File: src/rtl/cpc_ram_pkg.sv
`default_nettype none
// ============================================================================
// Module  : cpc_ram_pkg
// Brief   : Shared constants, FSM state type and page-map helper for the
//           CPC RAM-expansion bank controller.
// Revision: 1.0 - initial release
// ============================================================================
package cpc_ram_pkg;

  // Memory configuration values written to D[2:0] of the gate-array port
  localparam logic [2:0] CFG_0 = 3'd0;
  localparam logic [2:0] CFG_1 = 3'd1;
  localparam logic [2:0] CFG_2 = 3'd2;
  localparam logic [2:0] CFG_3 = 3'd3;
  localparam logic [2:0] CFG_4 = 3'd4;
  localparam logic [2:0] CFG_5 = 3'd5;
  localparam logic [2:0] CFG_6 = 3'd6;
  localparam logic [2:0] CFG_7 = 3'd7;

  // D[7:6] value that selects the memory-configuration function of &7Fxx
  localparam logic [1:0] PORT_GA_SEL = 2'b11;

  typedef enum logic [0:0] {
    IDLE = 1'b0,
    BUSY = 1'b1
  } fsm_t;

  typedef struct packed {
    logic       mapped;
    logic [1:0] ext_page;
  } page_map_t;

  // Map a CPU 16K page onto an expansion page for the given configuration.
  // The internal-RAM remap half of cfg3 is handled by the main board, so
  // only its page-3 redirection matters here.
  function automatic page_map_t page_map(input logic [2:0] cfg,
                                         input logic [1:0] page);
    page_map_t r;
    r.mapped   = 1'b0;
    r.ext_page = 2'd0;
    case (cfg)
      CFG_1, CFG_3: begin
        if (page == 2'd3) begin
          r.mapped   = 1'b1;
          r.ext_page = 2'd3;
        end
      end
      CFG_2: begin
        r.mapped   = 1'b1;
        r.ext_page = page;
      end
      CFG_4, CFG_5, CFG_6, CFG_7: begin
        if (page == 2'd1) begin
          r.mapped   = 1'b1;
          r.ext_page = cfg[1:0];
        end
      end
      default: begin
        r.mapped   = 1'b0;
        r.ext_page = 2'd0;
      end
    endcase
    return r;
  endfunction

endpackage
`default_nettype wire

File: src/rtl/cpc_io_wr_detect.sv
`default_nettype none
// ============================================================================
// Module  : cpc_io_wr_detect
// Brief   : Turns a (possibly wait-stated) Z80 I/O write to the gate-array
//           port into a single-cycle load strobe.
// Revision: 1.0 - initial release
// ============================================================================
module cpc_io_wr_detect
  import cpc_ram_pkg::*;
(
  input  logic clk,
  input  logic rst_n,
  input  logic port_wr,       // decoded write to the &7Fxx port
  input  logic io_wr_active,  // IOREQ_B and WR_B both still low
  output logic load
);

  fsm_t state_q;
  fsm_t state_d;

  // State register; reset returns to IDLE even in the middle of a write
  always_ff @(posedge clk or negedge rst_n) begin
    if (!rst_n) begin
      state_q <= IDLE;
    end else begin
      state_q <= state_d;
    end
  end

  // Next state and load strobe: load only on the IDLE->BUSY edge
  always_comb begin
    state_d = state_q;
    load    = 1'b0;
    case (state_q)
      IDLE: begin
        if (port_wr) begin
          state_d = BUSY;
          load    = 1'b1;
        end
      end
      BUSY: begin
        if (!io_wr_active) begin
          state_d = IDLE;
        end
      end
      default: begin
        state_d = IDLE;
      end
    endcase
  end

endmodule
`default_nettype wire

File: src/rtl/cpc_ram_bank_ctrl.sv
`default_nettype none
// ============================================================================
// Module  : cpc_ram_bank_ctrl
// Brief   : CPC RAM-expansion controller. Snoops the gate-array memory
//           configuration port, holds bank/config and decodes each memory
//           access into RAMDIS and expansion SRAM controls.
// Revision: 1.0 - initial release
// ============================================================================
module cpc_ram_bank_ctrl
  import cpc_ram_pkg::*;
#(
  parameter int unsigned NUM_BANKS_LOG2 = 3
) (
  input  logic                      CLK,
  input  logic                      RESET_B,
  input  logic [1:0]                A_HI,
  input  logic [7:0]                D,
  input  logic                      IOREQ_B,
  input  logic                      MREQ_B,
  input  logic                      RD_B,
  input  logic                      WR_B,
  input  logic                      M1_B,
  input  logic                      RFSH_B,
  input  logic                      RAMRD_B,
  output logic                      RAMDIS,
  output logic                      RAM_CE_B,
  output logic                      RAM_OE_B,
  output logic                      RAM_WE_B,
  output logic [NUM_BANKS_LOG2+1:0] RAM_ADR_HI,
  output logic [5:0]                CFG
);

  // Bank bits above the fitted RAM are dropped so larger bank numbers alias
  localparam logic [2:0] C_BANK_MASK = 3'((1 << NUM_BANKS_LOG2) - 1);

  logic [2:0] bank_q, bank_d;
  logic [2:0] cfg_q, cfg_d;
  logic       w_port_wr;
  logic       w_io_wr_active;
  logic       w_load;
  page_map_t  w_map;
  logic       w_ext_sel;

  // M1_B high excludes interrupt-acknowledge; A14 is not decoded
  assign w_io_wr_active = !IOREQ_B && !WR_B;
  assign w_port_wr      = w_io_wr_active && M1_B && !A_HI[1];

  cpc_io_wr_detect u_io_wr_detect (
    .clk          (CLK),
    .rst_n        (RESET_B),
    .port_wr      (w_port_wr),
    .io_wr_active (w_io_wr_active),
    .load         (w_load)
  );

  // Bank/config register; pen, mode and ROM writes pass through untouched
  always_ff @(posedge CLK or negedge RESET_B) begin
    if (!RESET_B) begin
      bank_q <= 3'd0;
      cfg_q  <= 3'd0;
    end else begin
      bank_q <= bank_d;
      cfg_q  <= cfg_d;
    end
  end

  // Load new bank/config only on the strobe of a memory-config write
  always_comb begin
    bank_d = bank_q;
    cfg_d  = cfg_q;
    if (w_load && (D[7:6] == PORT_GA_SEL)) begin
      bank_d = D[5:3] & C_BANK_MASK;
      cfg_d  = D[2:0];
    end
  end

  // Access decode from registered config and the live bus
  always_comb begin
    w_map     = page_map(cfg_q, A_HI);
    w_ext_sel = w_map.mapped && !MREQ_B && RFSH_B &&
                ((!RD_B && !RAMRD_B) || !WR_B);
    RAMDIS    = w_ext_sel;
    RAM_CE_B  = !w_ext_sel;
    RAM_OE_B  = !(w_ext_sel && !RD_B);
    RAM_WE_B  = !(w_ext_sel && !WR_B);
    if (w_map.mapped) begin
      RAM_ADR_HI = {bank_q[NUM_BANKS_LOG2-1:0], w_map.ext_page};
    end else begin
      RAM_ADR_HI = '0;
    end
  end

  assign CFG = {bank_q, cfg_q};

endmodule
`default_nettype wire

File: config.mk
export PLATFORM = sky130hd
export DESIGN_NAME = cpc_ram_bank_ctrl
export DESIGN_NICKNAME = d
export VERILOG_FILES = /design/src/rtl/cpc_ram_pkg.sv /design/src/rtl/cpc_io_wr_detect.sv /design/src/rtl/cpc_ram_bank_ctrl.sv
export SDC_FILE = /design/constraint.sdc
export NUM_CORES = 1
export LEC_CHECK = 0
export BUFFER_PORTS_ARGS = -buffer_cell sky130_fd_sc_hd__buf_2
export CORE_AREA = 2 2 39 41
export CTS_CLUSTER_SIZE = 28
export DETAILED_ROUTE_END_ITERATION = 10
export DIE_AREA = 0 0 41 43
export PLACE_DENSITY = 0.65
export SKIP_LAST_GASP = 1
export SLEW_MARGIN = 30
export SYNTH_ARGS = -nofsm -noshare
export SYNTH_HDL_FRONTEND = slang
export SYNTH_SLANG_ARGS = --single-unit
File: constraint.sdc
create_clock -name CLK -period 2.2 [get_ports CLK]
set_clock_uncertainty 0.05 [all_clocks]
set_input_delay 0.44 -clock CLK [delete_from_list [all_inputs] [get_ports CLK]]
set_output_delay 0.44 -clock CLK [all_outputs]
set_load 0.01 [all_outputs]
==> results.sh, run 1 <==
export IMPL_status="complete, no violations"
export IMPL_io_buffers=33
export IMPL_setup_tns_ps=0
export IMPL_design_final_nets=98
export IMPL_yosys_warnings=0
export IMPL_fmax_mhz=474
export IMPL_setup_violations=0
export IMPL_maxCapViolCount=0
export IMPL_routabilityCongestion=0.638
export IMPL_cts_num_sinks=7
export IMPL_distinct_cell_type_count_of_the_synthesized_netlist=21
export IMPL_start_kind="register"
export IMPL_worst_skew_pair_late_latency_ps=240
export IMPL_grt_overflow=0
export IMPL_hold_violations=0
export IMPL_cts_clk_slew_worst_paths_ps=50
export IMPL_switching_fraction_of_total_power_pct=32.0
export IMPL_final_cell_mix="sky130_fd_sc_hd__buf_2, sky130_fd_sc_hd__dfrtp_1, sky130_fd_sc_hd__mux2_2"
export IMPL_p_per_area_mw_per_mm2=669
export IMPL_critPathKind="register to output port"
export IMPL_cts_buffers_inserted=3
export IMPL_timing_critical_path_required_ps=1710
export IMPL_data_arrival_time_of_the_worst_path_ps=1620
export IMPL_avgSynthCellArea_um2=10.7
export IMPL_grt_start_max_net_pins=10
export IMPL_h_tree_depth=1
export IMPL_remaining_number_of_nets_flagged_by_the_antenna_check_after_routing=0
export IMPL_drt_wl_total_um=991
export IMPL_maxSlewHeadroom_pct=79.0
export IMPL_antenna_cells=0
export IMPL_power_frac_clock_pct=26.2
export IMPL_final_common_cell="sky130_fd_sc_hd__buf_2"
export IMPL_hold_path_class="primary input to register"
export IMPL_rsz0062_at_grt="false"
export IMPL_preCtsSetupSlack_ps=203
export IMPL_netlist_top_cell_by_area="sky130_fd_sc_hd__dfrtp_1"
export IMPL_dieHeight_um=43
export IMPL_final_core_utilization_pct=47.2
export IMPL_finalNonFillerCells=94
export IMPL_syn2layout_area_growth_pct=53.1
export IMPL_drt_drc_violations_left=0
export IMPL_grt_antenna_before_repair=0
export IMPL_worst_slew_pin_transition_ps=315
export IMPL_cp_end_kind="output port"
export IMPL_setup_slack_ps=89.7
export IMPL_ctsLongestPathBuffers=2
export IMPL_power_frac_comb_pct=33.4
export IMPL_fp_coreArea_mm2=0.00138
export IMPL_synthTopCellsByArea="sky130_fd_sc_hd__dfrtp_1, sky130_fd_sc_hd__mux2_2, sky130_fd_sc_hd__and2_1"
export IMPL_cellInternalPower_w=0.000297
export IMPL_clk_root_buffer_cell="sky130_fd_sc_hd__clkbuf_4"
export IMPL_total_power_w=0.000437
export IMPL_grtUsageTotal_pct=13.6
export IMPL_timing_final_max_slew_violations=0
export IMPL_tritoncts_clock_tree="built"
export IMPL_dr_first_iter_drc_count=1
export IMPL_p_seq_share_pct=40.4
export IMPL_dp_hpwl_um=817
export IMPL_worst_path_max_fanout=9
export IMPL_post_route_min_period_ps=2110
export IMPL_placementRows=14
export IMPL_die_area_mm2=0.00176
export IMPL_num_vias=449
export IMPL_synth_top_cell_area_share_pct=41.1
export IMPL_netlist_instances=40
export IMPL_die_x_um=41
export IMPL_synth_seq_area_share_pct=41.1
export IMPL_length_of_the_first_detailed_routing_pass_in_iterations=2
export IMPL_route_detailed_vias_per_inst=4.78
export IMPL_post_route_cells_drive_above_1_share_pct=59.0
export IMPL_irDropWorstVdd_v=0.000343
export IMPL_via_count_of_the_first_global_routing_pass=436
export IMPL_initial_core_util_pct=30.8
export IMPL_postSynthRegisterBits=7
export IMPL_grt_pass1_wl_um=1660
export IMPL_static_leakage_power_nw=0.337
export IMPL_syn_area_um2=427
export IMPL_pin_count=34
export IMPL_routed_wire_length_per_instance_um=10.5
export IMPL_timing_final_crit_share_pct=95.9
export IMPL_post_cts_setup_buffer_count=0
export IMPL_placed_cell_count=89
export IMPL_sw_pwr_w=0.000140
export IMPL_synth_nets=59
-- synthesized netlist by cell type --
cell and instances:
sky130_fd_sc_hd__a211oi_1 1, sky130_fd_sc_hd__nand3_1 3, sky130_fd_sc_hd__or4b_4 1, sky130_fd_sc_hd__nor3_1 1, sky130_fd_sc_hd__nor3_4 1, sky130_fd_sc_hd__and3_1 1
sky130_fd_sc_hd__a21oi_1 3, sky130_fd_sc_hd__dfrtp_1 7, sky130_fd_sc_hd__nand3b_1 2, sky130_fd_sc_hd__o21ai_0 1, sky130_fd_sc_hd__inv_1 1, sky130_fd_sc_hd__nand4_1 1
sky130_fd_sc_hd__mux2_2 6, sky130_fd_sc_hd__a21boi_0 1, sky130_fd_sc_hd__nand4b_1 1, sky130_fd_sc_hd__nand2_1 1, sky130_fd_sc_hd__nor2b_1 2, sky130_fd_sc_hd__or3b_2 1
sky130_fd_sc_hd__and2_1 3, sky130_fd_sc_hd__nor3b_1 1, sky130_fd_sc_hd__o31ai_1 1
-- power by group through the flow --
stage               clock network (W)  registers (W)  logic (W)
floorplan                           0       0.000185  0.0000690
global placement                    0       0.000177   0.000142
detailed placement                  0       0.000178   0.000144
CTS                          0.000121       0.000176   0.000148
global route                 0.000126       0.000181   0.000162
finish                       0.000115       0.000176   0.000146
-- metal layers --
| layer | global-route usage [%] | share of wire, % |
|---|---|---|
| met1 | 15.7 | 38 |
| met2 | 22.5 | 55 |
| met3 | 1.57 | 5.9 |
| met4 | 8.00 | 0 |
| met5 | 0 | 0 |
-- path summary, 6_finish.rpt --
path,from,end,slack (ps),depth (start not counted)
worst max register to register,u_io_wr_detect.state_q,cfg_q[0],920,2
min in group asynchronous,RESET_B,cfg_q[2],490,2
max in group asynchronous,RESET_B,u_io_wr_detect.state_q,1450,2
worst max-delay path,cfg_q[2],RAMDIS,90,4
worst min-delay path,IOREQ_B,u_io_wr_detect.state_q,320,2
worst min register to register,bank_q[2],bank_q[2],470,1
-- worst max-delay path, cell delays in order, from the launching register on --
cell and delay, ps:
sky130_fd_sc_hd__dfrtp_1 450, sky130_fd_sc_hd__or3b_2 500, sky130_fd_sc_hd__nand3_2 140, sky130_fd_sc_hd__and3_1 160, sky130_fd_sc_hd__buf_2 120
-- cell type report --
cell class / count / area (µm²)
fillers: 140 / 731
multi-input cells: 32 / 253
flip-flops and latches: 7 / 175
repair buffers: 34 / 175
clock buffers: 4 / 26.3
well taps: 16 / 20.0
inverters: 1 / 3.75
-- metrics by stage --
step	hold slack [ps]	area, µm²
detailed placement	229	612
finish	319	653
floorplan	94.4	427
global placement	228	612
CTS	315	653
global route	332	653
-- state kept, by name (all words and copies together) (netlist names) --
| name | flops |
|---|---|
| bank_q | 3 |
| cfg_q | 3 |
| u_io_wr_detect.state_q | 1 |
-- kinds of logic after synthesis --
group | count (synthesis) | synth area share [%]
compound gates | 7 | 9.97
buf+inv | 1 | 0.879
flops | 7 | 41.1
mux | 6 | 15.8
simple gates | 19 | 32.3
-- what timing repair did --
| action | in CTS | in global routing |
|---|---|---|
| hold buffers | 1 | 0 |
| gates resized for setup | 1 | 0 |
| endpoints found under the hold margin | 7 | 0 |
| setup endpoints to repair | 1 | 0 |
Power figures use the tool's default switching activity.
==> run 2: changes to the inputs <==
Settings changed: ABC_AREA from default to 1, PLACE_DENSITY 0.65 to 0.68.
==> run 2 against run 1 <==
Sequential cell count unchanged. Setup slack better by 290 ps. Die area is the same. Wire length rose by 8.7%. Total power fell by 0.25%. Synthesized cell count up 57%. Critical endpoint unchanged. Register-to-register slack improved by 290 ps. Largest power group unchanged. Non-clock buffer count did not move. Via count increased by 17%. Final area up 5.6%.
==> results.sh, run 2 <==
export IMPL_p_seq_share_pct=39.5
export IMPL_grt_pass1_wl_um=1650
export IMPL_route_detailed_vias_per_inst=4.50
export IMPL_grt_start_max_net_pins=9
export IMPL_distinct_cell_type_count_of_the_synthesized_netlist=15
export IMPL_irDropWorstVdd_v=0.000567
export IMPL_switching_fraction_of_total_power_pct=35.3
export IMPL_hold_violations=0
export IMPL_die_area_mm2=0.00176
export IMPL_antenna_cells=0
export IMPL_timing_final_max_slew_violations=0
export IMPL_static_leakage_power_nw=0.425
export IMPL_yosys_warnings=0
export IMPL_via_count_of_the_first_global_routing_pass=443
export IMPL_ctsLongestPathBuffers=2
export IMPL_cellInternalPower_w=0.000282
export IMPL_cts_num_sinks=7
export IMPL_grtUsageTotal_pct=13.3
export IMPL_post_route_cells_drive_above_1_share_pct=44.6
export IMPL_p_per_area_mw_per_mm2=632
export IMPL_sw_pwr_w=0.000154
export IMPL_synth_most_common_cell="sky130_fd_sc_hd__nand2_1"
export IMPL_final_cell_mix="sky130_fd_sc_hd__buf_2, sky130_fd_sc_hd__nand2_1, sky130_fd_sc_hd__nand3_1"
export IMPL_syn2layout_area_growth_pct=47.3
export IMPL_rsz0062_at_grt="false"
export IMPL_die_x_um=41
export IMPL_postSynthRegisterBits=7
export IMPL_worst_path_max_fanout=6
export IMPL_synth_top_cell_area_share_pct=37.4
export IMPL_remaining_number_of_nets_flagged_by_the_antenna_check_after_routing=0
export IMPL_fmax_mhz=550
export IMPL_design_final_nets=121
export IMPL_num_vias=527
export IMPL_tritoncts_clock_tree="built"
export IMPL_cp_end_kind="output port"
export IMPL_clk_root_buffer_cell="sky130_fd_sc_hd__clkbuf_4"
export IMPL_final_common_cell="sky130_fd_sc_hd__buf_2"
export IMPL_worst_slew_pin_transition_ps=252
export IMPL_cpPeakStageDelay_ps=430
export IMPL_timing_final_crit_share_pct=82.6
export IMPL_worstPathCellList="nor2_1, nand2_1, nand3_2, nand3_1, inv_2, buf_2"
export IMPL_power_frac_clock_pct=26.9
export IMPL_drt_drc_violations_left=0
export IMPL_cts_clk_slew_worst_paths_ps=60
export IMPL_final_core_utilization_pct=49.8
export IMPL_avgSynthCellArea_um2=7.43
export IMPL_setup_violations=0
export IMPL_timing_critical_path_required_ps=1710
export IMPL_status="complete, no violations"
export IMPL_dp_hpwl_um=875
export IMPL_worst_skew_pair_late_latency_ps=250
export IMPL_netlist_instances=63
export IMPL_h_tree_depth=1
export IMPL_initial_core_util_pct=33.8
export IMPL_ys_flop_type="sky130_fd_sc_hd__dfrtp_1"
export IMPL_drt_wl_total_um=1080
export IMPL_synth_nets=82
export IMPL_dieHeight_um=43
export IMPL_setup_tns_ps=0
export IMPL_netlist_top_cells_count="sky130_fd_sc_hd__nand2_1, sky130_fd_sc_hd__nand3_1, sky130_fd_sc_hd__inv_1"
export IMPL_synth_seq_area_share_pct=37.4
export IMPL_data_arrival_time_of_the_worst_path_ps=1330
export IMPL_fp_coreArea_mm2=0.00138
export IMPL_synthTopCellsByArea="sky130_fd_sc_hd__dfrtp_1, sky130_fd_sc_hd__nand2_1, sky130_fd_sc_hd__nand3_1"
export IMPL_ys_async_sr_fraction_pct=100
export IMPL_pin_count=34
export IMPL_post_route_min_period_ps=1820
export IMPL_start_kind="register"
export IMPL_maxSlewHeadroom_pct=83.0
export IMPL_power_frac_comb_pct=33.6
export IMPL_io_buffers=33
export IMPL_dr_first_iter_drc_count=8
export IMPL_grt_overflow=0
export IMPL_maxCapViolCount=0
export IMPL_routed_wire_length_per_instance_um=9.21
export IMPL_reg_largest_list="bank_q x3, cfg_q x3, u_io_wr_detect.state_q x1"
export IMPL_cts_buffers_inserted=3
export IMPL_syn_area_um2=468
export IMPL_netlist_top_cell_by_area="sky130_fd_sc_hd__dfrtp_1"
export IMPL_length_of_the_first_detailed_routing_pass_in_iterations=4
export IMPL_critPathSlowestCell="sky130_fd_sc_hd__dfrtp_1"
export IMPL_critPathKind="register to output port"
export IMPL_hold_path_class="primary input to register"
export IMPL_routabilityCongestion=0.698
export IMPL_number_of_synthesized_flops_with_an_enable_pin=0
export IMPL_grt_antenna_before_repair=0
export IMPL_placementRows=14
run 2: routing by layer:
layer,track usage [%],vias up,share of wire (%)
met5,0,-,0
met2,21.9,27,47
met4,4.00,0,0
met1,16.3,222,44
li1,-,278,-
met3,3.14,0,8.5
run 2: cell type report:
type,count,area (µm²)
fill,144,694
multi-input combinational,44,248
sequential,7,175
timing repair buffer,34,175
inverter,12,45.0
clock buffer,4,26.3
tap,16,20.0
run 2: power groups by stage:
stage,logic (W),registers [W],clock network [W]
after CTS,0.000148,0.000172,0.000121
after detailed placement,0.000146,0.000173,0
after global placement,0.000144,0.000173,0
after global routing,0.000164,0.000176,0.000128
final,0.000146,0.000172,0.000117
after floorplan,0.0000732,0.000181,0
run 2: path summary, 6_finish.rpt:
kind	start	end	slack [ps]	cells past startpoint
min reg2reg	bank_q[1]	bank_q[1]	450	2
min in group asynchronous	RESET_B	bank_q[1]	500	2
max in group asynchronous	RESET_B	cfg_q[1]	1440	2
max reg2reg	u_io_wr_detect.state_q	bank_q[2]	1210	4
max	cfg_q[2]	RAMDIS	380	6
min	D[4]	bank_q[1]	370	3
run 2: logic make-up (layout without fill, tap and decap cells):
group           after synthesis  in the layout  synth area share [%]
compound gates                3              3                  4.28
buf+inv                      12             50                  9.62
flops                         7              7                  37.4
simple gates                 41             41                  48.7
run 2: worst max-delay path: cells and delay by family, from the launching register on:
kind	cells	cell delay [ps]
simple gates	4	470
flops	1	430
buf+inv	2	180
run 2: per-stage QoR:
stage	instance area, µm²	hold slack (ps)	setup slack, ps	power, W	cells
2_1_floorplan	468	94.4	727	0.000254	63
3_3_place_gp	653	228	562	0.000317	112
3_5_place_dp	653	230	507	0.000319	112
4_1_cts	689	363	370	0.000441	117
5_1_grt	689	380	268	0.000468	117
6_report	689	369	383	0.000436	117
run 2: what timing repair did:
item / CTS / global route
endpoints found under the setup margin: 0 / 0
gates resized for setup: 0 / 0
hold buffers: 1 / 0
hold endpoints to repair: 7 / 0
buffers inserted: 0 / 0
==> run 3: changes to the inputs <==
Clock period 2.2 ns to 1.7 ns, I/O delays scaled along.
==> run 3 against run 2 <==
Final cell count grew 3.4%. Combinational power is 58% higher. Utilization grew 4.8 points. Final area increased by 9.6%. Setup slack got worse by 370 ps. Sequential cell count is the same. Critical endpoint is now RAM_ADR_HI[2]. Worst hold slack worse by 100 ps. Die area unchanged. Critical path depth unchanged. Largest power group is now combinational cells. Count of clock-buffer cells in the layout did not move.
==> results.sh, run 3 (synthesized netlist as in run 2, its figures left out) <==
export IMPL_route_detailed_vias_per_inst=4.49
export IMPL_drt_wl_total_um=1210
export IMPL_die_x_um=41
export IMPL_p_per_area_mw_per_mm2=804
export IMPL_start_kind="register"
export IMPL_timing_critical_path_required_ps=1310
export IMPL_initial_core_util_pct=33.8
export IMPL_final_common_cell="sky130_fd_sc_hd__buf_2"
export IMPL_cts_buffers_inserted=3
export IMPL_tritoncts_clock_tree="built"
export IMPL_rsz0062_at_grt="true"
export IMPL_grt_antenna_before_repair=0
export IMPL_finalNonFillerCells=121
export IMPL_setup_tns_ps=0
export IMPL_dieHeight_um=43
export IMPL_area_sequential_um2=175
export IMPL_final_cell_mix="sky130_fd_sc_hd__buf_2, sky130_fd_sc_hd__nand2_1, sky130_fd_sc_hd__nand3_1"
export IMPL_data_arrival_time_of_the_worst_path_ps=1300
export IMPL_grt_pass1_wl_um=1700
export IMPL_grtUsageTotal_pct=13.8
export IMPL_maxCapViolCount=0
export IMPL_grt_overflow=0
export IMPL_worst_path_max_fanout=5
export IMPL_maxSlewHeadroom_pct=71.1
export IMPL_switching_fraction_of_total_power_pct=36.1
export IMPL_pin_count=34
export IMPL_timing_final_crit_share_pct=99.1
export IMPL_io_buffers=33
export IMPL_hold_violations=0
export IMPL_irDropWorstVdd_v=0.000745
export IMPL_remaining_number_of_nets_flagged_by_the_antenna_check_after_routing=0
export IMPL_cts_clk_slew_worst_paths_ps=60
export IMPL_cp_end_kind="output port"
export IMPL_static_leakage_power_nw=0.453
export IMPL_grt_start_max_net_pins=9
export IMPL_ctsLongestPathBuffers=2
export IMPL_sw_pwr_w=0.000219
export IMPL_via_count_of_the_first_global_routing_pass=453
export IMPL_power_frac_clock_pct=25.0
export IMPL_critPathKind="register to output port"
export IMPL_post_route_cells_drive_above_1_share_pct=52.4
export IMPL_length_of_the_first_detailed_routing_pass_in_iterations=4
export IMPL_fmax_mhz=593
export IMPL_reg_largest_list="bank_q x3, cfg_q x3, u_io_wr_detect.state_q x1"
export IMPL_fillers=139
export IMPL_antenna_cells=0
export IMPL_timing_final_max_slew_violations=0
export IMPL_drt_drc_violations_left=0
export IMPL_worst_slew_pin_transition_ps=429
export IMPL_multi_input_area_um2=278
export IMPL_num_vias=543
export IMPL_routed_wire_length_per_instance_um=10.0
export IMPL_cts_num_sinks=7
export IMPL_post_route_min_period_ps=1690
export IMPL_power_frac_comb_pct=38.1
export IMPL_p_seq_share_pct=37.0
export IMPL_setup_violations=0
export IMPL_dp_hpwl_um=875
export IMPL_preCtsSetupSlack_ps=207
export IMPL_setup_slack_ps=14.7
export IMPL_design_final_nets=125
export IMPL_die_area_mm2=0.00176
export IMPL_h_tree_depth=1
export IMPL_status="complete, no violations"
export IMPL_cellInternalPower_w=0.000388
export IMPL_placed_cell_count=112
export IMPL_hold_ws_ps=270
export IMPL_clk_root_buffer_cell="sky130_fd_sc_hd__clkbuf_4"
export IMPL_placementRows=14
export IMPL_worst_skew_pair_late_latency_ps=250
export IMPL_dr_first_iter_drc_count=5
export IMPL_fp_coreArea_mm2=0.00138
export IMPL_routabilityCongestion=0.698
export IMPL_syn2layout_area_growth_pct=61.5
export IMPL_hold_path_class="primary input to register"
==> run 3: final timing paths <==
| check | slack (ps) | start | cells past startpoint | end |
|---|---|---|---|---|
| min in group asynchronous | 400 | RESET_B | 2 | bank_q[1] |
| min | 270 | D[4] | 3 | bank_q[1] |
| min reg2reg | 450 | bank_q[1] | 2 | bank_q[1] |
| max reg2reg | 710 | u_io_wr_detect.state_q | 4 | bank_q[2] |
| max in group asynchronous | 1040 | RESET_B | 2 | cfg_q[1] |
| max | 10 | cfg_q[2] | 6 | RAM_ADR_HI[2] |
==> run 3: metal layers <==
layer	global-route usage (%)	share of wire, %
met5	0	0
met4	4.00	0
met3	3.14	6.4
met2	23.1	52
met1	16.6	42
==> run 3: stage by stage <==
| step | cell area (µm²) | utilization (%) | total power, W |
|---|---|---|---|
| after CTS | 709 | 51.3 | 0.000584 |
| after floorplan | 468 | - | 0.000329 |
| after detailed placement | 653 | 47.2 | 0.000413 |
| after global placement | 653 | 47.2 | 0.000410 |
| after global routing | 756 | 54.6 | 0.000652 |
| final | 756 | 54.6 | 0.000607 |
==> run 3: final cells by class <==
type	count	share of cell area (%)
Sequential cell	7	23.2
Tap cell	16	2.65
Timing Repair Buffer	38	28.0
Multi-Input combinational cell	44	36.8
Clock buffer	4	3.48
Inverter	12	5.96
==> run 3: critical path, cell delays in order (launching register included) <==
cell                      delay, ps
sky130_fd_sc_hd__dfrtp_1        430
sky130_fd_sc_hd__nor2_2         140
sky130_fd_sc_hd__nand2_2        100
sky130_fd_sc_hd__nand3_4        110
sky130_fd_sc_hd__inv_2           60
sky130_fd_sc_hd__nor2_1          70
sky130_fd_sc_hd__buf_2          130
==> run 3: power groups by stage <==
stage / Sequential (W) / Combinational [W] / Clock [W]
CTS: 0.000221 / 0.000207 / 0.000157
finish: 0.000224 / 0.000231 / 0.000152
floorplan: 0.000234 / 0.0000947 / 0
global placement: 0.000223 / 0.000186 / 0
global route: 0.000230 / 0.000257 / 0.000166
detailed placement: 0.000224 / 0.000190 / 0
==> run 3: repair_timing <==
action,CTS,global route
hold endpoints to repair,7,0
hold buffers,1,0
endpoints found under the setup margin,4,8
buffers inserted,2,2
gates resized for setup,1,8
pin swaps,2,1
